`config.mk`:
```
export PLATFORM = sky130hd
export DESIGN_NAME = sdram_err_recovery
export DESIGN_NICKNAME = d
export VERILOG_FILES = /design/src/rtl/sdram_err_recovery.sv
export SDC_FILE = /design/constraint.sdc
export NUM_CORES = 1
export LEC_CHECK = 0
export ABC_CLOCK_PERIOD_IN_PS = 8100
export CORE_MARGIN = 2
export CORE_UTILIZATION = 40
export CTS_CLUSTER_DIAMETER = 40
export DETAILED_ROUTE_END_ITERATION = 8
export HOLD_SLACK_MARGIN = 0.12
export SLEW_MARGIN = 30
export SYNTH_ARGS = -nofsm -noshare
export SYNTH_HDL_FRONTEND = slang
export SYNTH_SLANG_ARGS = --single-unit
```
`constraint.sdc`:
```
create_clock -name clk -period 8.1 [get_ports clk]
set_input_delay 1.62 -clock clk [delete_from_list [all_inputs] [get_ports clk]]
set_output_delay 1.62 -clock clk [all_outputs]
set_load 0.005 [all_outputs]
```
`src/rtl/sdram_err_recovery.sv`:
```
`default_nettype none
// ============================================================================
// Module      : sdram_err_recovery
// Description : Recovery sequencer driven by the SDRAM watchdog's sticky error
//               flag. On error it blocks new commands and drains in-flight
//               traffic. It then requests PRECHARGE ALL and a re-init from the
//               controller, and pulses the watchdog's active-low reset.
//               Bounded retries with per-step timeouts; escalates to a latched
//               FATAL state that software must release.
//               Optional: define SDRAM_RECOV_CAUSE_LOG_EN to record the last
//               failure cause on last_cause (tied to 0 otherwise).
// Revision    : 1.0 - initial release
// ============================================================================
module sdram_err_recovery #(
    parameter int DRAIN_TIMEOUT = 1024,
    parameter int STEP_TIMEOUT  = 4096,
    parameter int MAX_RETRY     = 3,
    parameter int WD_RST_CYCLES = 2
) (
    input  logic       clk,
    input  logic       rst,
    input  logic       error_flag,
    input  logic       ctrl_idle,
    input  logic       pall_ack,
    input  logic       init_done,
    input  logic       clear_fatal,
    output logic       cmd_block,
    output logic       pall_req,
    output logic       init_req,
    output logic       wd_rst_n,
    output logic       recovering,
    output logic       fatal,
    output logic [3:0] retry_cnt,
    output logic [7:0] recov_cnt,
    output logic [2:0] last_cause
);

    localparam int c_MAX_TO = (DRAIN_TIMEOUT > STEP_TIMEOUT) ? DRAIN_TIMEOUT : STEP_TIMEOUT;
    localparam int c_CNT_W  = $clog2(c_MAX_TO) + 1;

    localparam logic [c_CNT_W-1:0] c_CNT_ONE    = c_CNT_W'(1);
    localparam logic [c_CNT_W-1:0] c_DRAIN_LAST = c_CNT_W'(DRAIN_TIMEOUT - 1);
    localparam logic [c_CNT_W-1:0] c_STEP_LAST  = c_CNT_W'(STEP_TIMEOUT - 1);
    localparam logic [c_CNT_W-1:0] c_WD_LAST    = c_CNT_W'(WD_RST_CYCLES);
    localparam logic [3:0]         c_MAX_RETRY  = 4'(MAX_RETRY);

    typedef enum logic [2:0] {
        S_IDLE   = 3'd0,
        S_DRAIN  = 3'd1,
        S_PALL   = 3'd2,
        S_REINIT = 3'd3,
        S_RETRY  = 3'd4,
        S_CLEAR  = 3'd5,
        S_FATAL  = 3'd6
    } state_t;

    state_t             r_state;
    state_t             w_next_state;
    logic [c_CNT_W-1:0] r_cnt;
    logic [c_CNT_W-1:0] w_next_cnt;
    logic               w_counting;
    logic               w_idle_entry;

    // Next-state and step-counter decode; acks are tested before timeouts so an
    // ack arriving on the timeout cycle still advances the sequence.
    always_comb begin
        w_next_state = r_state;
        w_next_cnt   = '0;
        w_counting   = 1'b0;
        case (r_state)
            S_IDLE: begin
                if (error_flag) w_next_state = S_DRAIN;
            end
            S_DRAIN: begin
                w_counting = 1'b1;
                if (ctrl_idle || (r_cnt == c_DRAIN_LAST)) w_next_state = S_PALL;
            end
            S_PALL: begin
                w_counting = 1'b1;
                if (pall_ack)                  w_next_state = S_REINIT;
                else if (r_cnt == c_STEP_LAST) w_next_state = S_RETRY;
            end
            S_REINIT: begin
                w_counting = 1'b1;
                if (init_done)                 w_next_state = S_CLEAR;
                else if (r_cnt == c_STEP_LAST) w_next_state = S_RETRY;
            end
            S_RETRY: begin
                // retry_cnt was already bumped on the way in
                if (retry_cnt == c_MAX_RETRY) w_next_state = S_FATAL;
                else                          w_next_state = S_PALL;
            end
            S_CLEAR: begin
                w_counting = 1'b1;
                if (r_cnt == c_WD_LAST) w_next_state = S_IDLE;
            end
            S_FATAL: begin
                if (clear_fatal) w_next_state = S_CLEAR;
            end
            default: w_next_state = S_IDLE;
        endcase

        if ((w_next_state == r_state) && w_counting) w_next_cnt = r_cnt + c_CNT_ONE;
    end

    assign w_idle_entry = (r_state == S_CLEAR) && (w_next_state == S_IDLE);

    // State, step counter and all outputs registered from the next-state decode
    // so every output changes on the same edge as the state.
    always_ff @(posedge clk) begin
        if (rst) begin
            r_state    <= S_IDLE;
            r_cnt      <= '0;
            cmd_block  <= 1'b0;
            pall_req   <= 1'b0;
            init_req   <= 1'b0;
            wd_rst_n   <= 1'b1;
            recovering <= 1'b0;
            fatal      <= 1'b0;
            retry_cnt  <= 4'd0;
            recov_cnt  <= 8'd0;
        end else begin
            r_state    <= w_next_state;
            r_cnt      <= w_next_cnt;
            cmd_block  <= (w_next_state != S_IDLE);
            pall_req   <= (w_next_state == S_PALL);
            init_req   <= (w_next_state == S_REINIT);
            wd_rst_n   <= !((w_next_state == S_CLEAR) && (w_next_cnt < c_WD_LAST));
            recovering <= (w_next_state != S_IDLE) && (w_next_state != S_FATAL);
            fatal      <= (w_next_state == S_FATAL);
            if (w_next_state == S_RETRY) begin
                retry_cnt <= retry_cnt + 4'd1;
            end else if (w_idle_entry) begin
                retry_cnt <= 4'd0;
                if (recov_cnt != 8'hFF) recov_cnt <= recov_cnt + 8'd1;
            end
        end
    end

`ifdef SDRAM_RECOV_CAUSE_LOG_EN
    logic [2:0] r_last_cause;

    // Latch the most recent failure cause; a successful recovery leaves it alone.
    always_ff @(posedge clk) begin
        if (rst) begin
            r_last_cause <= 3'd0;
        end else if ((r_state == S_DRAIN) && (w_next_state == S_PALL) && !ctrl_idle) begin
            r_last_cause <= 3'd1;
        end else if ((r_state == S_PALL) && (w_next_state == S_RETRY)) begin
            r_last_cause <= 3'd2;
        end else if ((r_state == S_REINIT) && (w_next_state == S_RETRY)) begin
            r_last_cause <= 3'd3;
        end else if ((r_state == S_RETRY) && (w_next_state == S_FATAL)) begin
            r_last_cause <= 3'd4;
        end
    end

    assign last_cause = r_last_cause;
`else
    assign last_cause = 3'd0;
`endif

endmodule
`default_nettype wire

```
==> impl_metrics.py <==
metrics = {
    "run_status": {
        "status": "finished, final reports clean",
    },
    "layout": {
        "final_core_util_pct": 49.9,
        "antennaDiodeCount": 0,
        "area_delta_synth_final_pct": 17.5,
        "nets": 254,
        "drive_gt1_share_pct": 6.15,
    },
    "critical_path": {
        "crit_family": "simple AND/OR/NAND/NOR gates",
        "crit_required_ps": 8310,
        "critical_path.endpoint_type": "flip-flop",
        "timing.critical_path.mode_cell": "a21oi_1",
        "cp_slowest_cell": "or3_1",
        "critPathLaunchType": "primary input",
        "crit_chain": "clkdlybuf4s50_1, mux2_2, a21oi_1, o2bb2ai_1, or3_1, or4_1, a21oi_1",
        "critPathMaxFanout": 18,
        "critPathKind": "primary input to flip-flop",
        "arrival_ps": 3980,
        "slowest_delay_ps": 610,
        "worstPathBufferInverterCount": 1,
    },
    "logic_synthesis": {
        "synth-adder-area-share_pct": 2.65,
        "netlist_instances": 227,
        "synth_top_family_by_area": "simple AND/OR/NAND/NOR gates",
        "syn_avg_cell_area_um2": 8.31,
        "synth_seq_cells": 34,
        "syn_area_mm2": 0.00189,
        "async_flop_share_pct": 0,
        "synth_seq_area_share_pct": 36.1,
        "synth_top_area_share_pct": 36.1,
        "synth_compound_area_share_pct": 18.6,
        "ys_types": 51,
        "yosys.area_share.simple_pct": 29.2,
        "synth_area_leaders": "dfxtp_1 36%, nor2_1 4.2%, a21oi_1 4.0%",
        "synth_edf_count": 0,
        "yosysWarnings": 0,
        "muxShareOfSynthArea_pct": 1.73,
        "synth_xor_area_share_pct": 4.64,
        "synth_top_cell_by_area": "dfxtp_1",
        "ys.flop_type": "dfxtp_1",
    },
    "cts": {
        "post_cts_buffers": 0,
        "clkLatencyLatePin_ps": 290,
        "cts_buffers": 5,
        "clkTransAtPathRegs_ps": 70,
        "htreeDepth": 2,
        "cts_buffer_depth": 2,
        "postCtsHoldBufs": 0,
        "post_cts_resized": 0,
        "clockRootBuffer": "clkbuf_8",
        "tritoncts": "yes",
        "clock-sinks": 34,
    },
    "power_and_ir_drop": {
        "leakage_nw": 0.814,
        "ir_drop_mv": 0.0860,
        "powerDensity_mw_per_mm2": 170,
    },
    "routing": {
        "drt_iter0_drc": 91,
        "avgViaCountPerCell": 5.67,
        "vias": 1677,
        "ant_nets": 0,
        "drt_pass1_iterations": 4,
        "drc": 0,
        "wl_per_cell_um": 13.5,
        "drt-total-wl_um": 3990,
    },
    "grt": {
        "antenna_found_initial": 0,
        "grt_start_max_net_pins": 19,
        "grt_util_all_layers_pct": 15.7,
        "overflow": 0,
        "grt_first_pass_wirelength_um": 6470,
        "grt_pass1_vias": 1411,
    },
    "die": {
        "io_pins": 28,
        "die-height_um": 72.7,
        "coreArea_mm2": 0.00444,
        "chipWidth_um": 72.7,
        "die-area_mm2": 0.00528,
        "start_util_pct": 42.4,
        "rows": 24,
    },
    "sta": {
        "setup_viol_count_final": 0,
        "fin_setup_tns_ps": 0,
        "period_share_pct": 46.6,
        "final-hold-violation-count": 0,
        "skew_ps": 7.09,
        "fmax_ghz": 0.265,
        "slew_violations": 0,
        "post-route-min-period_ps": 3770,
        "tightest_slew_ps": 594,
        "hold_slack_ps": 491,
        "rsz0062_at_grt": "no",
        "relSlewSlack_pct": 59.4,
    },
    "flow_run": {
        "cap_violations": 0,
    },
    "placement": {
        "dp_hpwl_um": 2800,
        "place.gp.congestion": 0.872,
        "io_buffers": 24,
    },
    "worst_hold_path": {
        "hp-class": "flip-flop to flip-flop",
    },
}
-- registers in the layout, indices dropped and copies added (netlist names) --
signal,count
cmd_block,1
init_req,1
r_cnt,13
r_state,3
recovering,1
recov_cnt,8
pall_req,1
wd_rst_n,1
retry_cnt,4
fatal,1
-- metal layers --
layer	vias to the layer above	share of wire, %	GRT usage (%)
met4	0	1.2	5.56
met2	38	45	24.2
met3	5	4.2	4.28
met1	774	49	21.2
met5	-	0	0
li1	860	-	-
-- cells in the mapped netlist, drive strengths merged, types with 2 or more instances --
| master | number |
|---|---|
| a211o | 5 |
| a21o | 2 |
| a21oi | 15 |
| a22o | 2 |
| and2 | 4 |
| and3 | 6 |
| buf | 8 |
| clkbuf | 9 |
| dfxtp | 34 |
| ha | 4 |
| inv | 10 |
| mux2 | 2 |
| nand2 | 9 |
| nand3 | 14 |
| nand4 | 8 |
| nor2 | 21 |
| nor2b | 6 |
| nor3 | 10 |
| nor4 | 2 |
| o211a | 2 |
| o21ai | 5 |
| o31ai | 6 |
| or3 | 4 |
| or4 | 8 |
| xnor2 | 6 |
| xor2 | 4 |
-- area by class of cell --
type                            instances  area, um^2
Sequential cell                        34         681
Clock inverter                          3        40.0
Tap cell                               52        65.1
Inverter                               10        37.5
Multi-Input combinational cell        168        1080
Timing Repair Buffer                   24         240
Clock buffer                            5        68.8
Fill cell                             429        2230
-- cells by family (layout without fill, tap and decap cells) --
kind of cell / Yosys count / count (layout)
mux: 3 / 3
buf+inv: 27 / 42
fa+ha+maj: 4 / 4
other cells: 1 / 3
simple gates: 98 / 98
compound gates: 50 / 50
xor+xnor: 10 / 10
flops: 34 / 34
-- through the flow --
stage / std cells / area (um^2) / power [mW] / worst slack (ps)
2_1_floorplan: 229 / 1890 / 0.211 / 4820
3_3_place_gp: 288 / 2110 / 0.226 / 4110
3_5_place_dp: 288 / 2110 / 0.225 / 4070
4_1_cts: 296 / 2220 / 0.380 / 4360
5_1_grt: 296 / 2220 / 0.391 / 4210
6_report: 296 / 2220 / 0.376 / 4330
-- layout by cell type (no fill, tap or decap), types with 2 or more instances in the layout --
cell	instances
a22o_1	2
mux2_2	2
nand3_1	13
and2_1	4
a211o_1	5
o21ai_0	5
and3_1	6
ha_1	4
o211a_1	2
xnor2_1	6
nand4_1	7
a21oi_1	15
or4_1	7
inv_1	10
nor4_1	2
clkdlybuf4s50_1	24
xor2_1	4
nand2_1	9
o31ai_1	6
a21o_1	2
clkbuf_8	5
nor2b_1	6
or3_1	4
conb_1	3
nor3_1	10
dfxtp_1	34
nor2_1	21
clkinv_2	2
-- worst paths after layout --
kind	slack, ps	startpoint	end	depth (start not counted)
hold / removal	490	recov_cnt[6]	recov_cnt[6]	2
setup reg to reg	4850	r_cnt[0]	recov_cnt[5]	7
setup / recovery	4330	pall_ack	recov_cnt[5]	7
hold reg to reg	490	recov_cnt[6]	recov_cnt[6]	2
-- worst min-delay path: cells and delay by family (launching register included) --
| kind | cells | cell delay (ps) |
|---|---|---|
| AO/OA/AOI/OAI | 2 | 120 |
| flip-flops | 1 | 330 |
-- report_power, final --
group	switching (mW)	leakage [nW]	internal [mW]
combinational	0.0258	0.481	0.0183
clock	0.0636	0.0579	0.0905
sequential	0.00583	0.275	0.172
Power figures use the tool's default switching activity.
